===== config.mk =====
export PLATFORM = sky130hd
export DESIGN_NAME = video_hsmooth
export DESIGN_NICKNAME = d
export VERILOG_FILES = /design/src/rtl/video_pkg.sv /design/src/rtl/rgb_tap3.sv /design/src/rtl/video_hsmooth.sv
export SDC_FILE = /design/constraint.sdc
export NUM_CORES = 1
export LEC_CHECK = 0
export ABC_CLOCK_PERIOD_IN_PS = 5310
export CORE_MARGIN = 1.5
export CORE_UTILIZATION = 59
export CTS_BUF_LIST = sky130_fd_sc_hd__clkbuf_8
export CTS_CLUSTER_DIAMETER = 200
export CTS_CLUSTER_SIZE = 14
export DETAILED_ROUTE_END_ITERATION = 10
export GPL_ROUTABILITY_DRIVEN = 0
export PLACE_DENSITY = 0.82
export SLEW_MARGIN = 0
export SYNTH_ARGS = -nofsm -noshare
export SYNTH_HDL_FRONTEND = slang
export SYNTH_HIERARCHICAL = 1
export SYNTH_SLANG_ARGS = --single-unit

===== constraint.sdc =====
create_clock -name clk -period 5.31 [get_ports clk]
set_input_delay 1.593 -clock clk [delete_from_list [all_inputs] [get_ports clk]]
set_output_delay 1.593 -clock clk [all_outputs]
set_load 0.01 [all_outputs]

===== src/rtl/video_pkg.sv =====
// Shared video-pipeline types: RGB pixel struct, stage FSM states, header decode.
package video_pkg;

  localparam int unsigned CH_W = 8;

  typedef struct packed {
    logic [CH_W-1:0] r;
    logic [CH_W-1:0] g;
    logic [CH_W-1:0] b;
  } rgb_t;

  typedef enum logic [2:0] {IDLE, PASS, FILL, STREAM, FLUSH} state_t;

  // A packet whose header has a zero blue low nibble carries video pixels.
  function automatic logic is_video_hdr(input logic [3*CH_W-1:0] data);
    return data[3:0] == 4'h0;
  endfunction

endpackage


===== src/rtl/rgb_tap3.sv =====
// Combinational [1 2 1]/4 filter applied independently to each colour channel.
module rgb_tap3
  import video_pkg::*;
(
  input  rgb_t a,
  input  rgb_t b,
  input  rgb_t c,
  output rgb_t y
);

  // Two extra bits hold the worst case 4*255, so truncation never overflows.
  function automatic logic [CH_W-1:0] tap(input logic [CH_W-1:0] l,
                                          input logic [CH_W-1:0] m,
                                          input logic [CH_W-1:0] r);
    logic [CH_W+1:0] s;
    s = {2'b00, l} + {1'b0, m, 1'b0} + {2'b00, r};
    return s[CH_W+1:2];
  endfunction

  // Per-channel filter.
  always_comb begin
    y.r = tap(a.r, b.r, c.r);
    y.g = tap(a.g, b.g, c.g);
    y.b = tap(a.b, b.b, c.b);
  end

endmodule


===== src/rtl/video_hsmooth.sv =====
// Horizontal 3-tap smoothing stage for the RGB Avalon-ST video stream.
// Edge pixels are replicated; control packets and bypassed frames pass unchanged.
module video_hsmooth
  import video_pkg::*;
#(
  parameter int unsigned IMAGE_W = 640
) (
  input  logic        clk,
  input  logic        reset,
  input  logic [23:0] sink_data,
  input  logic        sink_valid,
  output logic        sink_ready,
  input  logic        sink_sop,
  input  logic        sink_eop,
  output logic [23:0] source_data,
  output logic        source_valid,
  input  logic        source_ready,
  output logic        source_sop,
  output logic        source_eop,
  input  logic        mode
);

  localparam int unsigned XW = (IMAGE_W > 1) ? $clog2(IMAGE_W) : 1;
  localparam logic [XW-1:0] XLast = XW'(IMAGE_W - 1);

  state_t      state_q, state_d;
  logic [XW-1:0] x_q, x_d;
  rgb_t        prev_q, prev_d, cur_q, cur_d;
  logic        cur_eop_q, cur_eop_d;
  logic [23:0] out_data_q, out_data_d;
  logic        out_valid_q, out_valid_d, out_sop_q, out_sop_d, out_eop_q, out_eop_d;

  logic        adv, pend_flush, acc, x_last, line_end;
  logic [XW-1:0] x_inc;
  rgb_t        tap_c, tap_y;

  // Right tap is the incoming pixel while streaming, otherwise the replicated held pixel.
  assign tap_c = (state_q == STREAM && !pend_flush) ? rgb_t'(sink_data) : cur_q;

  rgb_tap3 u_tap (
    .a (prev_q),
    .b (cur_q),
    .c (tap_c),
    .y (tap_y)
  );

  // Handshake and line-position decode.
  always_comb begin
    adv        = !out_valid_q | source_ready;
    // A new sop while a pixel is held must first flush that pixel.
    pend_flush = sink_valid & sink_sop & (state_q == STREAM);
    sink_ready = !reset & adv & (state_q != FLUSH) & !pend_flush;
    acc        = sink_valid & sink_ready;
    x_last     = (x_q == XLast);
    x_inc      = x_last ? '0 : x_q + XW'(1);
    line_end   = sink_eop | x_last;
  end

  // Next-state, window and output-register logic.
  always_comb begin
    state_d     = state_q;
    x_d         = x_q;
    prev_d      = prev_q;
    cur_d       = cur_q;
    cur_eop_d   = cur_eop_q;
    out_data_d  = out_data_q;
    out_valid_d = out_valid_q;
    out_sop_d   = out_sop_q;
    out_eop_d   = out_eop_q;
    if (adv) begin
      out_valid_d = 1'b0;
      out_sop_d   = 1'b0;
      out_eop_d   = 1'b0;
    end
    if (acc && sink_sop) begin
      out_valid_d = 1'b1;
      out_data_d  = sink_data;
      out_sop_d   = 1'b1;
      out_eop_d   = sink_eop;
      x_d         = '0;
      if (sink_eop)                              state_d = IDLE;
      else if (is_video_hdr(sink_data) && mode)  state_d = FILL;
      else                                       state_d = PASS;
    end else if (acc) begin
      case (state_q)
        PASS: begin
          out_valid_d = 1'b1;
          out_data_d  = sink_data;
          out_eop_d   = sink_eop;
          if (sink_eop) state_d = IDLE;
        end
        FILL: begin
          prev_d    = rgb_t'(sink_data);
          cur_d     = rgb_t'(sink_data);
          cur_eop_d = sink_eop;
          x_d       = x_inc;
          state_d   = line_end ? FLUSH : STREAM;
        end
        STREAM: begin
          out_valid_d = 1'b1;
          out_data_d  = tap_y;
          prev_d      = cur_q;
          cur_d       = rgb_t'(sink_data);
          cur_eop_d   = sink_eop;
          x_d         = x_inc;
          if (line_end) state_d = FLUSH;
        end
        default: ;  // IDLE drops stray words outside a packet
      endcase
    end else if (adv && (state_q == FLUSH || pend_flush)) begin
      out_valid_d = 1'b1;
      out_data_d  = tap_y;
      out_eop_d   = (state_q == FLUSH) & cur_eop_q;
      state_d     = ((state_q == FLUSH) && cur_eop_q) ? IDLE : FILL;
    end
  end

  // State and datapath registers.
  always_ff @(posedge clk) begin
    if (reset) begin
      state_q     <= IDLE;
      x_q         <= '0;
      prev_q      <= '0;
      cur_q       <= '0;
      cur_eop_q   <= 1'b0;
      out_data_q  <= '0;
      out_valid_q <= 1'b0;
      out_sop_q   <= 1'b0;
      out_eop_q   <= 1'b0;
    end else begin
      state_q     <= state_d;
      x_q         <= x_d;
      prev_q      <= prev_d;
      cur_q       <= cur_d;
      cur_eop_q   <= cur_eop_d;
      out_data_q  <= out_data_d;
      out_valid_q <= out_valid_d;
      out_sop_q   <= out_sop_d;
      out_eop_q   <= out_eop_d;
    end
  end

  assign source_data  = out_data_q;
  assign source_valid = out_valid_q;
  assign source_sop   = out_sop_q;
  assign source_eop   = out_eop_q;

endmodule


==> metrics.cfg, run 1 <==
[timing]
setup-tns-final_ps=0
post-route-min-period_ps=4890
fmax_ghz=0.205
whs_ps=484
worst_pin_slew_ps=907
clock_skew_ps=8.41
rsz0062_at_grt=false
fin_crit_sh=0.920
max-slew-margin-rel=0.390
drv_slew=0
finalSetupViolCount=0
hold_viol_final=0

[detailed_routing]
vias_per_cell=5.99
final_antenna_net_count=0
dr.pass1.iters=5
drt_iter0_markers=377
totalWireLength_mm=13.4
drc=0
vias=5252
drt-wirelength-per-cell_um=15.3

[yosys]
async_reset_ff_frac=0
synth-seq-area-share=0.309
synth-seq-cells=89
yosys_warnings=6
synth_cell_types=56
syn_nets=789
synthFlopType=dfxtp_1
netlist_instances=712
syn_area_um2=5770
avgSynthCellArea_um2=8.11
synth_edf_count=0

[worst_setup_path]
reg2reg_depth=14
critPathKind=in -> reg
cp.arrival_ps=5160
cp-end-kind=flip-flop
startpoint_type=input port
worstPathMaxFanout=50
r2r-end=source_data[21]
regToRegSetupSlack_ps=1610
cp.required_ps=5580
timing.rr.start=state_q[0]

[layout]
fin_area_um2=6590
drive_above_1_share=0.0762
layout_common_cells=nand2_1 (117), dfxtp_1 (89), nor2_1 (64), clkdlybuf4s50_1 (57), inv_1 (45)
antenna_cells=0
final_cells=877
finalCoreUtilization=0.703
area_growth_pct=14.1
layout_commonest_cell=nand2_1
nNetsFinal=820

[clock_network]
cts_buffers=9
cts_setup_buffers=0
clk_pin_slew_worst_paths_ps=90
clock_sinks=89
htree_levels=3
clock_latency_ps=360
cts_tree=yes
cts_root_buf=clkbuf_8
clockBufferDepth=2
cts-resized-gates=0
postCtsHoldBufs=0

[floorplanning]
num_io_pins=59
core_area_um2=9370
dieWidth_um=102
dieArea_um2=10400
num_rows=35
initial_utilization=0.616
die_h_um=102

[hold_path]
holdPathEnd=source_sop
hold_start=source_sop
hp-class=reg -> reg
min_path_cells=2

[pwr]
peakVddDrop_mv=0.130
pwr_density_cell_nw_per_um2=204
p_leak_nw=2.50

[global_routing]
antenna_found_initial=0
grt.overflow.total=0
grt_pass1_wl_mm=22.7
grt_max_degree=85
grt_pass1_vias=5049
grt_use_total=0.270

[job]
cap_violations=0

[placed_design]
dp_cells=861
dp_hpwl_mm=9.28
place_area_um2=6390
io_buffers=58

[run_status]
status=finished, final reports clean

==> worst max-delay path: stages <==
cell	delay, ps
clkdlybuf4s50_1	590
nand2_1	130
nand3_1	150
buf_12	220
nand2_1	90
o21ai_0	80
inv_1	80
fa_1	500
nor2_1	60
fa_1	420
a211oi_1	260
nor2_1	110
o31ai_1	300
a21boi_0	260
o22ai_2	90
a211oi_1	210
==> sequential cells by signal (all words and copies together), names as in the netlist <==
signal / count
cur_q: 24
prev_q: 24
source_data: 24
x_q: 10
state_q: 3
cur_eop_q: 1
source_eop: 1
source_sop: 1
source_valid: 1
==> logic make-up (layout without fill, tap and decap cells) <==
logic type | Yosys count | after routing | synth area share
buf+inv | 93 | 129 | 0.0674
flops | 89 | 89 | 0.309
compound gates | 202 | 202 | 0.258
xor+xnor | 16 | 16 | 0.0243
mux | 3 | 3 | 0.00542
simple gates | 263 | 263 | 0.206
fa+ha+maj | 46 | 46 | 0.131
==> per-stage QoR <==
step,power [mW],setup slack [ps]
after floorplan,0.826,693
after global placement,0.901,323
after detailed placement,0.906,158
after CTS,1.35,512
after global routing,1.40,163
final,1.34,425
==> cells in the mapped netlist, types with 2 or more instances <==
cell	n	share of area
buf_6	4	0.0078
dfxtp_1	89	0.31
buf_2	8	0.0069
clkbuf_1	32	0.021
nor2_1	65	0.042
inv_1	45	0.029
xor2_1	4	0.0061
nand4b_1	3	0.0046
nor3_1	9	0.0078
o22ai_2	20	0.043
xnor2_1	12	0.018
a21oi_1	38	0.033
o21ai_0	36	0.031
o31a_1	2	0.0030
ha_1	22	0.048
o22ai_1	4	0.0043
nor3b_1	3	0.0039
nor2b_1	6	0.0065
a21o_1	7	0.0091
o31ai_1	5	0.0065
nand4_1	4	0.0043
a311oi_1	26	0.039
a211oi_1	30	0.039
a21boi_0	4	0.0052
a31oi_1	5	0.0054
fa_1	24	0.083
a311o_1	2	0.0035
buf_1	4	0.0026
nor4_1	4	0.0043
a41oi_1	2	0.0030
and4b_1	4	0.0069
a21oi_2	2	0.0030
o311ai_0	2	0.0030
mux2i_1	2	0.0035
o21a_1	7	0.0091
nand2_1	117	0.076
or3_1	3	0.0033
nand3_1	31	0.027
nand2b_1	7	0.0076
a221oi_1	2	0.0030
==> metal layers <==
| layer | track usage | up-vias | routed length, µm |
|---|---|---|---|
| li1 | - | 2594 | - |
| met1 | 0.348 | 2476 | 6190 |
| met2 | 0.462 | 160 | 6450 |
| met3 | 0.0321 | 22 | 585 |
| met4 | 0.111 | 0 | 217 |
| met5 | 0 | - | 0 |
==> report_power, final <==
part	switching [mW]	internal (mW)	total (mW)
clock network	0.251	0.197	0.448
registers	0.0141	0.685	0.699
logic	0.103	0.0905	0.193
total	0.368	0.973	1.34
==> worst max-delay path by stage <==
stage                from  slack, ps         endpoint  depth (start not counted)
2_1_floorplan    sink_sop        690  source_data[14]                         14
3_3_place_gp   sink_valid        320   source_data[5]                         16
3_5_place_dp   sink_valid        160  source_data[21]                         16
4_1_cts        sink_valid        510       sink_ready                          5
5_1_grt        sink_valid        160   source_data[5]                         16
6_report       sink_valid        420  source_data[21]                         16
==> cell type report <==
class                   instances  area, µm²
clock buffers                  11        151
repair buffers                 68        663
fillers                       775       2790
flip-flops and latches         89       1780
clock inverters                 5       40.0
well taps                     129        161
multi-input cells             530       3620
inverters                      45        169
No activity file was read; power rests on OpenSTA's default activity.
==> inputs of run 2 (changes only) <==
--- a/config.mk
+++ b/config.mk
@@ -6,7 +6,7 @@
 export NUM_CORES = 1
 export LEC_CHECK = 0
 export ABC_CLOCK_PERIOD_IN_PS = 5310
-export CORE_MARGIN = 1.5
+export CORE_MARGIN = 5
 export CORE_UTILIZATION = 59
 export CTS_BUF_LIST = sky130_fd_sc_hd__clkbuf_8
 export CTS_CLUSTER_DIAMETER = 200
==> run 2 against run 1 <==
  * Register-to-register slack lost 20 ps
  * Non-clock buffer count unchanged
  * Final cell count rose by 0.46%
  * Critical path type unchanged
  * Highest routed layer unchanged
  * Clock-buffer cell count down 1
  * First-iteration DRC count down 19%
==> metrics.cfg, run 2 (same netlist as run 1, synthesis figures left out) <==
[run_status]
status=finished, final reports clean  ; unchanged

[worst_setup_path]
cp-end-kind=flip-flop  ; unchanged
cpPeakStageDelay_ps=560  ; was 590 ps
path_delay_family=compound AO/OA/AOI/OAI gates  ; unchanged
critPathSlowestCell=clkdlybuf4s50_1  ; unchanged
cp.buffers_inverters=3  ; unchanged
crit_chain=clkdlybuf4s50_1 -> nand2_1 -> nand3_1 -> buf_12 -> nand2_1 -> o21ai_0 -> inv_1 -> fa_1 -> nor2_1 -> fa_1 -> a211oi_1 -> nor2_1 -> o31ai_1 -> a21boi_0 -> o22ai_2 -> a211oi_1  ; unchanged
critPathKind=in -> reg  ; unchanged
cp.required_ps=5590  ; was 5580 ps
startpoint_type=input port  ; unchanged
cp.arrival_ps=5190  ; was 5160 ps
worstPathMaxFanout=50  ; unchanged
crit_start=sink_valid  ; unchanged
reg2reg_depth=11  ; was 14
cp_num_cells=16  ; unchanged
timing.rr.start=state_q[0]  ; unchanged

[detailed_routing]
totalWireLength_mm=14.0  ; was 13.4 mm
drt-wirelength-per-cell_um=15.9  ; was 15.3 µm
vias=5300  ; was 5252
drt_iter0_markers=305  ; was 377
final_antenna_net_count=0  ; unchanged
vias_per_cell=6.02  ; was 5.99
drc=0  ; unchanged
dr.pass1.iters=5  ; unchanged

[floorplanning]
core_area_um2=9640  ; was 9370 µm²
num_rows=36  ; was 35
num_io_pins=59  ; unchanged
initial_utilization=0.599  ; was 0.616
die_h_um=109  ; was 102 µm
dieArea_um2=11900  ; was 10400 µm²
dieWidth_um=109  ; was 102 µm

[timing]
rsz0062_at_grt=false  ; unchanged
clock_skew_ps=12.4  ; was 8.41 ps
post-route-min-period_ps=4910  ; was 4890 ps
worst_pin_slew_ps=940  ; was 907 ps
fmax_ghz=0.203  ; was 0.205 GHz
finalSetupViolCount=0  ; unchanged
setup-tns-final_ps=0  ; unchanged
drv_slew=0  ; unchanged
whs_ps=468  ; was 484 ps
fin_crit_sh=0.926  ; was 0.920
hold_viol_final=0  ; unchanged
max-slew-margin-rel=0.368  ; was 0.390

[placed_design]
io_buffers=58  ; unchanged
dp_hpwl_mm=9.56  ; was 9.28 mm

[layout]
layout_commonest_cell=nand2_1  ; unchanged
finalCoreUtilization=0.689  ; was 0.703
fillCellCount=810  ; was 775
layout_common_cells=nand2_1 (117), dfxtp_1 (89), nor2_1 (64), clkdlybuf4s50_1 (57), inv_1 (45)  ; unchanged
drive_above_1_share=0.0762  ; unchanged
antenna_cells=0  ; unchanged
area_growth_pct=15.1  ; was 14.1%
nNetsFinal=820  ; unchanged

[global_routing]
grt.overflow.total=0  ; unchanged
grt_pass1_vias=5199  ; was 5049
grt_pass1_wl_mm=23.7  ; was 22.7 mm
antenna_found_initial=0  ; unchanged
grt_use_total=0.245  ; was 0.270
grt_max_degree=85  ; unchanged

[clock_network]
cts_setup_buffers=0  ; unchanged
postCtsHoldBufs=0  ; unchanged
htree_levels=3  ; unchanged
cts_root_buf=clkbuf_8  ; unchanged
clk_pin_slew_worst_paths_ps=90  ; about the same
clock_latency_ps=370  ; was 360 ps
cts-resized-gates=0  ; unchanged
clockBufferDepth=2  ; unchanged
clock_sinks=89  ; unchanged
cts_buffers=9  ; unchanged
cts_tree=yes  ; unchanged

[pwr]
pwr_density_cell_nw_per_um2=221  ; was 204 nW/µm²
p_leak_nw=2.53  ; was 2.50 nW
total_power_mw=1.47  ; was 1.34 mW
peakVddDrop_mv=0.136  ; was 0.130 mV

[job]
cap_violations=0  ; unchanged

[hold_path]
hold_start=source_sop  ; unchanged
min_path_cells=2  ; unchanged
hp-class=reg -> reg  ; unchanged

[run 2: cell type report]
class | count | area, µm² | area share
clock buffers | 10 | 138 | 0.0207
clock inverters | 6 | 115 | 0.0173
inverters | 45 | 169 | 0.0254
multi-input cells | 530 | 3610 | 0.544
flip-flops and latches | 89 | 1780 | 0.268
well taps | 133 | 166 | 0.0250
repair buffers | 68 | 663 | 0.0998
[run 2: worst min-delay path: stages (launching register included)]
cell and delay, ps:
dfxtp_1 320, nand2_1 50, a21oi_1 50
[run 2: report_power, final]
| part | internal (mW) | switching, mW | leakage [nW] |
|---|---|---|---|
| combinational | 0.0903 | 0.102 | 1.69 |
| clock | 0.327 | 0.251 | 0.123 |
| sequential | 0.685 | 0.0151 | 0.721 |
[run 2: through the flow]
stage / cell area (µm²) / setup slack (ps) / instances
floorplan: 5770 / 693 / 712
global placement: 6390 / 332 / 865
detailed placement: 6390 / 50.0 / 865
CTS: 6640 / 414 / 881
global route: 6640 / 188 / 881
finish: 6640 / 395 / 881
[run 2: per-layer routing]
layer	up-vias	share of wire	track usage
met1	2516	0.44	0.308
met3	37	0.050	0.0391
met2	173	0.48	0.415
met4	0	0.033	0.106
met5	-	0	0
li1	2574	-	-
[run 2: worst paths after layout]
kind                    end  slack (ps)
max reg2reg  source_data[5]        1590
max          source_data[5]         400
min reg2reg      source_sop         470
min              source_sop         470
